$ cat src/rtl/fnd_share_arbiter.sv
// fnd_share_arbiter
//   Shares one FND display between two requesters. A granted value is held
//   on the display for HOLD_CYCLES clock cycles; at the end of a hold the
//   other requester is preferred, so continuous dual requests alternate.
//
// Ports
//   clk          system clock, all state changes on the rising edge
//   reset        asynchronous active-low reset
//   req0, data0  requester 0 request and value (value sampled at grant only)
//   ack0         one-cycle pulse when requester 0 is granted
//   req1, data1  requester 1 request and value
//   ack1         one-cycle pulse when requester 1 is granted
//   number       registered value for the FND controller
//   owner        registered owner code: 00 none, 01 src0, 10 src1
module fnd_share_arbiter #(
    parameter int unsigned HOLD_CYCLES = 50_000_000
) (
    input  logic       clk,
    input  logic       reset,
    input  logic       req0,
    input  logic [7:0] data0,
    output logic       ack0,
    input  logic       req1,
    input  logic [7:0] data1,
    output logic       ack1,
    output logic [7:0] number,
    output logic [1:0] owner
);

    typedef enum logic [1:0] {
        IDLE,
        HOLD0,
        HOLD1
    } state_t;

    localparam logic [31:0] RELOAD = 32'(HOLD_CYCLES - 1);

    state_t      state, state_n;
    logic [31:0] timer, timer_n;
    logic        last_grant, last_grant_n;
    logic [7:0]  number_n;
    logic [1:0]  owner_n;
    logic        ack0_n, ack1_n;
    logic        grant0, grant1;

    always_ff @(posedge clk or negedge reset) begin
        if (!reset) begin
            state      <= IDLE;
            timer      <= '0;
            last_grant <= 1'b1;
            number     <= '0;
            owner      <= 2'b00;
            ack0       <= 1'b0;
            ack1       <= 1'b0;
        end else begin
            state      <= state_n;
            timer      <= timer_n;
            last_grant <= last_grant_n;
            number     <= number_n;
            owner      <= owner_n;
            ack0       <= ack0_n;
            ack1       <= ack1_n;
        end
    end

    always_comb begin
        state_n      = state;
        timer_n      = timer;
        last_grant_n = last_grant;
        number_n     = number;
        owner_n      = owner;
        ack0_n       = 1'b0;
        ack1_n       = 1'b0;
        grant0       = 1'b0;
        grant1       = 1'b0;

        if (state != IDLE && timer != '0) begin
            // Mid-hold: requests are ignored, display is frozen.
            timer_n = timer - 32'd1;
        end else begin
            // Decision point (IDLE, or final cycle of a hold). On a tie the
            // source that did not win last time is chosen; while holding x,
            // last_grant==x, so this also hands over to the other source.
            grant0 = req0 && (!req1 || last_grant);
            grant1 = req1 && (!req0 || !last_grant);

            if (grant0) begin
                state_n      = HOLD0;
                timer_n      = RELOAD;
                last_grant_n = 1'b0;
                number_n     = data0;
                owner_n      = 2'b01;
                ack0_n       = 1'b1;
            end else if (grant1) begin
                state_n      = HOLD1;
                timer_n      = RELOAD;
                last_grant_n = 1'b1;
                number_n     = data1;
                owner_n      = 2'b10;
                ack1_n       = 1'b1;
            end else begin
                state_n = IDLE;
                owner_n = 2'b00;
            end
        end
    end

endmodule
$ cat config.mk
export PLATFORM = sky130hd
export DESIGN_NAME = fnd_share_arbiter
export DESIGN_NICKNAME = d
export VERILOG_FILES = /design/src/rtl/fnd_share_arbiter.sv
export SDC_FILE = /design/constraint.sdc
export NUM_CORES = 1
export LEC_CHECK = 0
export CORE_UTILIZATION = 30
export DETAILED_ROUTE_END_ITERATION = 10
export DONT_BUFFER_PORTS = 1
export HOLD_SLACK_MARGIN = 0.08
export SLEW_MARGIN = 10
export SYNTH_ARGS = -nofsm -noshare
export SYNTH_HDL_FRONTEND = slang
export SYNTH_SLANG_ARGS = --single-unit
$ cat constraint.sdc
create_clock -name clk -period 3.28 [get_ports clk]
set_input_delay 0.656 -clock clk [delete_from_list [all_inputs] [get_ports clk]]
set_output_delay 0.656 -clock clk [all_outputs]
set_load 0.005 [all_outputs]
# Word level (Yosys, flattened, before mapping)
# Index checks and enable logic that the tools add are counted.
dict set report totals {
  word_cells 35
  latchBits 0
  memories 0
  register_bits 45
  in_bits 20
  output_inout_bits 12
  rom_bits 0
  mem_bits_rw 0
}
dict set report classes {
  n_div 0
  n_eq_ne 0
  addsub 1
  reduce_logical 13
  n_shift 0
  bitwise 1
  n_mux 14
  n_lt_le_gt_ge 0
  mul 0
}
# op n
set op_table {}
lappend op_table {{32-bit 2-to-1 mux} 3}
lappend op_table {{32-bit nonzero test} 1}
lappend op_table {{32-bit by 1-bit subtractor with 32-bit output, second input constant} 1}
lappend op_table {{8-bit 2-to-1 mux} 2}
lappend op_table {{1-bit 2-to-1 mux} 7}
lappend op_table {{2-bit 2-to-1 mux} 2}
lappend op_table {{2-bit nonzero test} 2}
lappend op_table {{1-bit logical AND} 3}
lappend op_table {{1-bit zero test} 3}
lappend op_table {{3-bit nonzero test} 1}
lappend op_table {{1-bit logical OR} 2}
lappend op_table {{2-bit AND reduction} 1}
lappend op_table {{1-bit NOT} 1}

# Longest topological paths before layout
# Gate-level depths: netlist (run 1).
dict set report depth {
  ltp_word 6
  mapped_depth 9
}

# Worst setup path before layout (run 1)
# Ideal clock, no wire load.
dict set report synth_timing {
  path_type {register to register}
  start {register timer[21]}
  end {register timer[31]}
  setup_time_ns 0.079
  stages_incl_launch_ff 7
  required_ns 3.201
  path_slack_ns 0.897
  arrival_time_ns 2.303
  cell_sequence {dfrtp_1 -> or4_1 -> buf_2 -> or4_4 -> or4_4 -> nor3_2 -> mux2i_1}
}
dict set report synth_via {
  elab_chain_len 3
}
# item line
set synth_rtl {}
lappend synth_rtl {{start, declared} 39} ;# logic [31:0] timer, timer_n;
lappend synth_rtl {{start signal, assigned} 57} ;# timer <= timer_n;
lappend synth_rtl {{parallel branches: the longest is 3 deep, another holds 32-bit by 1-bit subtractor with 32-bit output} -}
# Several ways; the timed one is not identified.
# A chain may end at the register's enable or synchronous reset.

# Final worst setup path (run 1)
dict set report layout_timing {
  start {register timer[21]}
  end {register timer[5]}
}
dict set report layout_via {
  elab_chain_len 3
}
# item line
set layout_rtl {}
lappend layout_rtl {{32-bit nonzero test (*)} 77} ;# if (state != IDLE && timer != '0) begin
lappend layout_rtl {{1-bit logical AND (*)} 77}
lappend layout_rtl {{3-bit nonzero test (no source line) or 32-bit 2-to-1 mux (tied branches)} -}
# Every way passes the cells marked *; elsewhere a longest branch is shown, timed or not.

==> impl_metrics.json, run 1 <==
{
  "worstRegToRegCells": 5,
  "gp_congestion": 0.734,
  "n_antenna_cell": 0,
  "setup_viol_count_final": 0,
  "die_y_um": 88.9,
  "die-area_um2": 7900,
  "worst_path_max_delay_cell": "or4_1",
  "postCtsHoldBufs": 1,
  "switching_power_uw": 583,
  "cts_buffers": 5,
  "cap_violations": 0,
  "seq_power_share_pct": 51.3,
  "synth_area_per_cell_um2": 10.2,
  "p_sw_share_pct": 32.2,
  "coreArea_um2": 7290,
  "worstSkewPairLatency_ps": 300,
  "cts_tree": "built",
  "synth_area_um2": 2260,
  "tns_ps": 0,
  "grt_max_degree": 45,
  "seq_area_frac_synth_pct": 49.8,
  "start_util_pct": 31.1,
  "pwr-share-clk_pct": 27.5,
  "finalPower_uw": 1810,
  "max_freq_mhz": 381,
  "portBuffers": 0,
  "met1_usage_pct": 18.2,
  "cp_slowest_stage_delay_ps": 650,
  "grt-busiest-layer": "met2",
  "syn_nets": 245,
  "dp_hpwl_um": 3310,
  "grt_pass1_vias": 1672,
  "row_count": 31,
  "cts_setup_buffers": 0,
  "pre_cts_slack_ps": 687,
  "wl_um": 4830,
  "wire_per_inst_um": 14.8,
  "vias": 1801,
  "critical_path.startpoint_type": "register",
  "grt_pass1_wl_um": 8070,
  "crit_chain": "or4_1 -> nor2_1 -> a31oi_1 -> a311oi_1 -> a41oi_1",
  "synth_ff_type": "dfrtp_1",
  "synth-edff-count": 0,
  "worst-path-stages": 5,
  "cp-end-kind": "register",
  "cp_num_buf_inv": 0,
  "worstMarginPinSlew_ps": 1080,
  "pwr-share-comb_pct": 21.3,
  "rsz0062_at_grt": "no",
  "arrival_ps": 2750,
  "critPathMaxFanout": 14,
  "status": "finished, final reports clean",
  "yosys_warnings": 0,
  "grtUsageTotal_pct": 13.4,
  "slew-limit-headroom_pct": 27.4,
  "async_flop_share_pct": 100,
  "cts.sinks": 45,
  "viasPerCell": 5.52,
  "min_path_type": "primary input to asynchronous set/reset pin",
  "drt_iter0_drc": 95,
  "die_x_um": 88.9,
  "whs_ps": 189,
  "period_needed_ps": 2620,
  "drc": 0,
  "pwr_density_cell_nw_per_um2": 711,
  "ys_seq_elements": 45,
  "clk_pin_slew_ps": 90,
  "setup_ws_ps": 658,
  "p_leak_uw": 0.00101,
  "first_pass_iters": 4,
  "grt.overflow.total": 0,
  "io_pins": 32,
  "final_nets": 248,
  "final_antenna_net_count": 0,
  "final_core_util_pct": 34.9,
  "ir_worst_vdd_mv": 0.289,
  "htreeDepth": 2,
  "ys_types": 48,
  "cts-root-buf": "clkbuf_8",
  "slew_viol_final": 0,
  "final_hold_viol_count": 0,
  "required_ps": 3410,
  "grtUsageMet3_pct": 3.36,
  "fin_skew_ps": 6.11,
  "gr-usage-met2_pct": 20.8,
  "area_growth_pct": 12.5,
  "syn-instance-count": 223,
  "finalCritPeriodShare_pct": 79.9,
  "reg2reg_slack_ps": 660,
  "intPower_uw": 1230,
  "cts_resized": 0,
  "fill_cells": 783,
  "critical-path-top-delay-family": "simple AND/OR/NAND/NOR gates",
  "cts_max_path_buffers": 2,
  "drive_gt1_share_pct": 11.0,
  "path_class": "register to register",
  "antenna_found_initial": 0
}
## cell usage after synthesis, types with 3 or more instances
master | count | area [µm²]
mux2i_1 | 15 | 150
and3_1 | 3 | 18.8
nor3_1 | 14 | 70.1
a21oi_1 | 8 | 40.0
a41oi_1 | 3 | 26.3
clkbuf_1 | 5 | 18.8
nand4_1 | 4 | 25.0
nor2_1 | 10 | 37.5
o21ai_0 | 14 | 70.1
a31oi_1 | 10 | 62.6
nand3_1 | 5 | 25.0
dfrtp_1 | 44 | 1100
nor4_1 | 5 | 31.3
inv_1 | 3 | 11.3
o41ai_1 | 3 | 26.3
nand2_1 | 22 | 82.6
o311ai_0 | 4 | 35.0
a211oi_1 | 9 | 67.6
## per-stage QoR
stage | instance area, µm² | cells
2_1_floorplan | 2260 | 223
3_3_place_gp | 2390 | 317
3_5_place_dp | 2390 | 317
4_1_cts | 2550 | 326
5_1_grt | 2550 | 326
6_report | 2550 | 326
## sequential cells by signal, indices dropped and copies added, names as in the netlist
name,count
timer,32
number,8
state,2
ack0,1
ack1,1
last_grant,1
## layer usage
metal,share of wire (%),routed length [µm]
met2,47,2280
met5,0,0
met4,1.4,70
met1,47,2300
met3,3.9,188
## cell families (layout without fill, tap and decap cells)
logic type	Yosys count	in the layout	share of synthesized area [%]
multiplexers	15	15	6.63
AO/OA/AOI/OAI	65	65	20.0
buffers and inverters	13	17	2.60
adder cells (fa/ha/maj)	2	2	1.10
flip-flops	45	45	49.8
AND/OR/NAND/NOR	83	83	19.9
## final cells by class
type / count / area [µm²] / share of cell area, %
inverters: 3 / 11.3 / 0.442
well taps: 99 / 124 / 4.86
clock buffers: 5 / 68.8 / 2.70
repair buffers: 6 / 65.1 / 2.55
clock inverters: 3 / 65.1 / 2.55
multi-input cells: 165 / 1090 / 42.6
flip-flops and latches: 45 / 1130 / 44.3
## path summary, 6_finish.rpt
path / startpoint / endpoint
worst max-delay path: timer[21] / timer[5]
worst min-delay path: reset / last_grant
worst max register to register: timer[21] / timer[5]
worst min register to register: timer[23] / timer[23]
max in group asynchronous: reset / state[1]
min in group clk: req0 / last_grant
## placed cells by master (no fill, tap or decap), types with 3 or more instances in the layout
master / netlist / layout
clkbuf_8: 0 / 5
a211oi_1: 9 / 9
dfrtp_1: 44 / 44
nor4_1: 5 / 5
o21ai_0: 14 / 13
a31oi_1: 10 / 10
nand2_1: 22 / 22
nand4_1: 4 / 4
nor3_1: 14 / 14
inv_1: 3 / 3
buf_4: 2 / 5
o311ai_0: 4 / 4
nand3_1: 5 / 5
a21oi_1: 8 / 8
and3_1: 3 / 3
o41ai_1: 3 / 3
mux2i_1: 15 / 15
nor2_1: 10 / 10
## power by group through the flow
stage	clock network, µW	registers, µW	logic, µW
after CTS	505	928	390
after global routing	524	966	448
after detailed placement	0	936	378
after global placement	0	935	362
final	498	928	385
after floorplan	0	889	297
Power figures use the tool's default switching activity.
==> run 2: changes to the inputs <==
clock period = 2.51 ns   (was 3.28 ns; I/O delays follow)
==> run 2 against run 1 <==
  * Clock power decreased by 6.2%
  * Die area unchanged
  * Largest cell class unchanged
  * Maximum frequency increased by 10%
  * Count of clock-buffer cells in the layout unchanged
  * Worst hold slack improved by 73 ps
  * First-iteration DRC count decreased by 12%
  * Utilization increased by 1.0 points
  * Clock skew increased by 13 ps
  * Sequential power increased by 31%
  * Critical endpoint is now timer[16]
  * Global-route usage increased by 0.41 points
==> impl_metrics.json, run 2 (same netlist as run 1, synthesis figures left out) <==
{
  "die_y_um": 88.9,
  "final_antenna_net_count": 0,
  "cp-end-kind": "register",
  "critical-path-top-delay-family": "simple AND/OR/NAND/NOR gates",
  "drc": 0,
  "start_util_pct": 31.1,
  "cts_tree": "built",
  "cts.sinks": 45,
  "grt.overflow.total": 0,
  "arrival_ps": 2570,
  "antenna_found_initial": 0,
  "portBuffers": 0,
  "period_needed_ps": 2380,
  "setup_viol_count_final": 0,
  "drive_gt1_share_pct": 17.0,
  "viasPerCell": 5.47,
  "n_antenna_cell": 0,
  "layout_commonest_cell": "dfrtp_1",
  "final_cell_mix": "dfrtp_1, nand2_1, mux2i_1",
  "grt_pass1_vias": 1740,
  "area_growth_pct": 15.7,
  "min_path_type": "primary input to register",
  "cts_max_path_buffers": 2,
  "worstMarginPinSlew_ps": 663,
  "cp_slowest_stage_delay_ps": 550,
  "die_x_um": 88.9,
  "worstSkewPairLatency_ps": 310,
  "wl_um": 4910,
  "critPathMaxFanout": 6,
  "fin_skew_ps": 19.4,
  "cts_buffers": 5,
  "ir_worst_vdd_mv": 0.419,
  "wire_per_inst_um": 14.7,
  "first_pass_iters": 4,
  "cap_violations": 0,
  "slew_viol_final": 0,
  "largest-register": "timer",
  "cts-root-buf": "clkbuf_8",
  "drt_iter0_drc": 84,
  "top_regs": "timer: 32 flops, number: 8 flops, state: 2 flops",
  "crit_chain": "or4_4 -> buf_4 -> or2_2 -> o41ai_2 -> buf_4 -> o311ai_0 -> o41ai_1",
  "grtUsageTotal_pct": 13.8,
  "vias": 1828,
  "finalCritPeriodShare_pct": 94.7,
  "grt_pass1_wl_um": 8260,
  "p_leak_uw": 0.00104,
  "finalPower_uw": 2220,
  "fill_cells": 775,
  "die-area_um2": 7900,
  "htreeDepth": 2,
  "path_class": "register to register",
  "coreArea_um2": 7290,
  "max_freq_mhz": 421,
  "rsz0062_at_grt": "no",
  "worst_path_max_delay_cell": "or4_4",
  "clk_pin_slew_ps": 100,
  "status": "finished, final reports clean",
  "critical_path.startpoint_type": "register",
  "io_pins": 32,
  "row_count": 31,
  "gp_congestion": 0.771,
  "tns_ps": 0,
  "final_nets": 256,
  "pwr_density_cell_nw_per_um2": 847,
  "slew-limit-headroom_pct": 55.7,
  "dp_hpwl_um": 3400,
  "final_hold_viol_count": 0,
  "crit_path_frequent_cell": "buf_4",
  "largest_reg_flops": 32,
  "cp_num_buf_inv": 2,
  "required_ps": 2700,
  "grt_max_degree": 46
}
-- run 2: worst paths after layout --
| kind | startpoint | end | slack [ps] | cells after the start |
|---|---|---|---|---|
| setup / recovery | timer[23] | timer[16] | 130 | 7 |
| hold / removal | req0 | last_grant | 260 | 1 |
| setup reg to reg | timer[23] | timer[16] | 130 | 7 |
| hold reg to reg | timer[6] | timer[6] | 480 | 1 |
| max in group asynchronous | reset | last_grant | 1520 | 2 |
| min in group asynchronous | reset | timer[14] | 720 | 2 |
-- run 2: timing repair --
action | in CTS | in global routing
resized for setup | 0 | 8
hold endpoints to repair | 45 | 0
setup endpoints to repair | 0 | 22
setup buffers | 0 | 0
hold buffers | 2 | 0
-- run 2: cell type report --
type | instances | area [µm²] | area share (%)
Clock inverter | 3 | 25.0 | 0.955
Tap cell | 99 | 124 | 4.73
Timing Repair Buffer | 14 | 140 | 5.35
Clock buffer | 5 | 68.8 | 2.63
Multi-Input combinational cell | 165 | 1120 | 42.9
Sequential cell | 45 | 1130 | 43.0
Inverter | 3 | 11.3 | 0.430
-- run 2: power by group --
part / internal (µW) / switching, µW
clock: 201 / 266
sequential: 969 / 252
combinational: 258 / 275
-- run 2: routing by layer --
layer | GRT usage (%) | routed length [µm] | vias up
li1 | - | - | 891
met2 | 21.0 | 2240 | 52
met4 | 4.40 | 55 | 0
met3 | 3.08 | 213 | 7
met5 | 0 | 0 | -
met1 | 19.4 | 2400 | 878
-- run 2: per-stage QoR --
stage / hold WS, ps / std cells / setup slack [ps] / cell area (µm²) / util (%)
4_1_cts: 252 / 334 / 53.7 / 2580 / 35.4
5_1_grt: 249 / 334 / 7.91 / 2620 / 35.9
2_1_floorplan: 206 / 223 / 127 / 2260 / -
3_3_place_gp: 210 / 324 / 61.7 / 2450 / 33.6
6_report: 262 / 334 / 132 / 2620 / 35.9
3_5_place_dp: 210 / 324 / 86.8 / 2450 / 33.6
-- run 2: worst register-to-register path, stage by stage, from the launching register on --
cell,delay (ps)
dfrtp_1,410
or4_4,550
buf_4,170
or2_2,330
o41ai_2,390
buf_4,210
o311ai_0,130
o41ai_1,100
==> run 3: changes to the inputs <==
CAP_MARGIN = 20   (was unset)
==> run 3 against run 2 <==
  * Register-to-register slack barely moved
  * Via count up 1.6%
  * Count of clock-buffer cells in the layout did not move
  * Total power rose by 0.20%
  * Routed wire length about the same
==> impl_metrics.json, run 3 (same netlist as run 1, synthesis figures left out) <==
{
  "status": "finished, final reports clean",
  "final_antenna_net_count": 0,
  "portBuffers": 0,
  "gr-usage-met2_pct": 21.0,
  "max_freq_mhz": 422,
  "n_antenna_cell": 0,
  "htreeDepth": 2,
  "first_pass_iters": 4,
  "final_hold_viol_count": 0,
  "worstMarginPinSlew_ps": 584,
  "drc": 0,
  "period_needed_ps": 2370,
  "fill_cells": 777,
  "wl_um": 4900,
  "largest_reg_flops": 32,
  "die-area_um2": 7900,
  "grt_pass1_wl_um": 8260,
  "met1_usage_pct": 19.4,
  "area_growth_pct": 15.7,
  "critical_path.startpoint_type": "register",
  "setup_ws_ps": 142,
  "required_ps": 2730,
  "slew_viol_final": 0,
  "row_count": 31,
  "layout.cells.non_filler": 335,
  "stdcell_area_um2": 2620,
  "grt_max_degree": 46,
  "final_cell_mix": "dfrtp_1, nand2_1, mux2i_1",
  "clk_pin_slew_ps": 90,
  "path_class": "register to register",
  "layout_commonest_cell": "dfrtp_1",
  "worstSkewPairLatency_ps": 310,
  "antenna_found_initial": 0,
  "grt-busiest-layer": "met2",
  "ir_worst_vdd_mv": 0.419,
  "rsz0062_at_grt": "no",
  "viasPerCell": 5.54,
  "min_path_type": "primary input to register",
  "setup_viol_count_final": 0,
  "largest-register": "timer",
  "top_regs": "timer: 32 flops, number: 8 flops, state: 2 flops",
  "cts-root-buf": "clkbuf_8",
  "grtUsageTotal_pct": 13.8,
  "tns_ps": 0,
  "numPlacedInstances": 324,
  "final_core_util_pct": 35.9,
  "io_pins": 32,
  "finalCritPeriodShare_pct": 94.3,
  "drive_gt1_share_pct": 16.5,
  "cts.sinks": 45,
  "vias": 1857,
  "grt_pass1_vias": 1740,
  "cts_setup_buffers": 0,
  "arrival_ps": 2590,
  "fin_skew_ps": 19.3,
  "cts_tree": "built",
  "pre_cts_slack_ps": 86.8,
  "drt_iter0_drc": 131,
  "pwr_density_cell_nw_per_um2": 849,
  "p_leak_uw": 0.00104,
  "start_util_pct": 31.1,
  "cap_violations": 0,
  "die_y_um": 88.9,
  "grtUsageMet3_pct": 3.08,
  "dp_hpwl_um": 3400,
  "cts_buffers": 5,
  "slew-limit-headroom_pct": 60.0,
  "die_x_um": 88.9,
  "final_nets": 257,
  "coreArea_um2": 7290,
  "wire_per_inst_um": 14.6,
  "cts_max_path_buffers": 2,
  "critPathMaxFanout": 3,
  "cp-end-kind": "register",
  "placed_area_um2": 2450,
  "gp_congestion": 0.771,
  "grt.overflow.total": 0
}
[run 3: changes by cell type in the layout (fill, tap and decap cells not counted), sizes merged]
cell and delta:
clkbuf +1
[run 3: metal layers]
| metal | routed length, µm | vias up |
|---|---|---|
| li1 | - | 900 |
| met1 | 2420 | 901 |
| met2 | 2210 | 51 |
| met3 | 235 | 5 |
| met4 | 46 | 0 |
| met5 | 0 | - |
[run 3: stage by stage]
stage | hold slack (ps) | total power, µW
4_1_cts | 252 | 2230
6_report | 258 | 2220
3_5_place_dp | 210 | 1740
5_1_grt | 249 | 2390
2_1_floorplan | 206 | 1550
3_3_place_gp | 210 | 1710
[run 3: path summary, 6_finish.rpt]
path	start	to	slack [ps]	cells past startpoint
max	timer[23]	timer[31]	140	5
min	req0	last_grant	260	1
max reg2reg	timer[23]	timer[31]	140	5
min reg2reg	timer[6]	timer[6]	480	1
max in group asynchronous	reset	last_grant	1530	2
min in group asynchronous	reset	timer[22]	720	2
[run 3: cell type report]
class | instances | area [µm²] | area share (%)
clock buffers | 5 | 68.8 | 2.63
clock inverters | 3 | 25.0 | 0.955
inverters | 3 | 11.3 | 0.430
multi-input cells | 165 | 1120 | 42.6
flip-flops and latches | 45 | 1130 | 43.0
well taps | 99 | 124 | 4.73
repair buffers | 15 | 148 | 5.63
[run 3: worst max-delay path, stage by stage, from the launching register on]
cell and delay (ps):
dfrtp_1 410, or4_4 550, or4_4 500, or4_4 510, nor3_2 140, mux2i_1 200
[run 3: what timing repair did]
action,4_1_cts,5_1_grt
setup endpoints to repair,0,12
endpoints found under the hold margin,45,0
gates resized for setup,0,6
hold buffers,2,0
[run 3: power breakdown]
group          leakage [µW]  internal [µW]  switching, µW
Combinational      0.000471            259            273
Clock             0.0000447            201            269
Sequential         0.000525            969            253
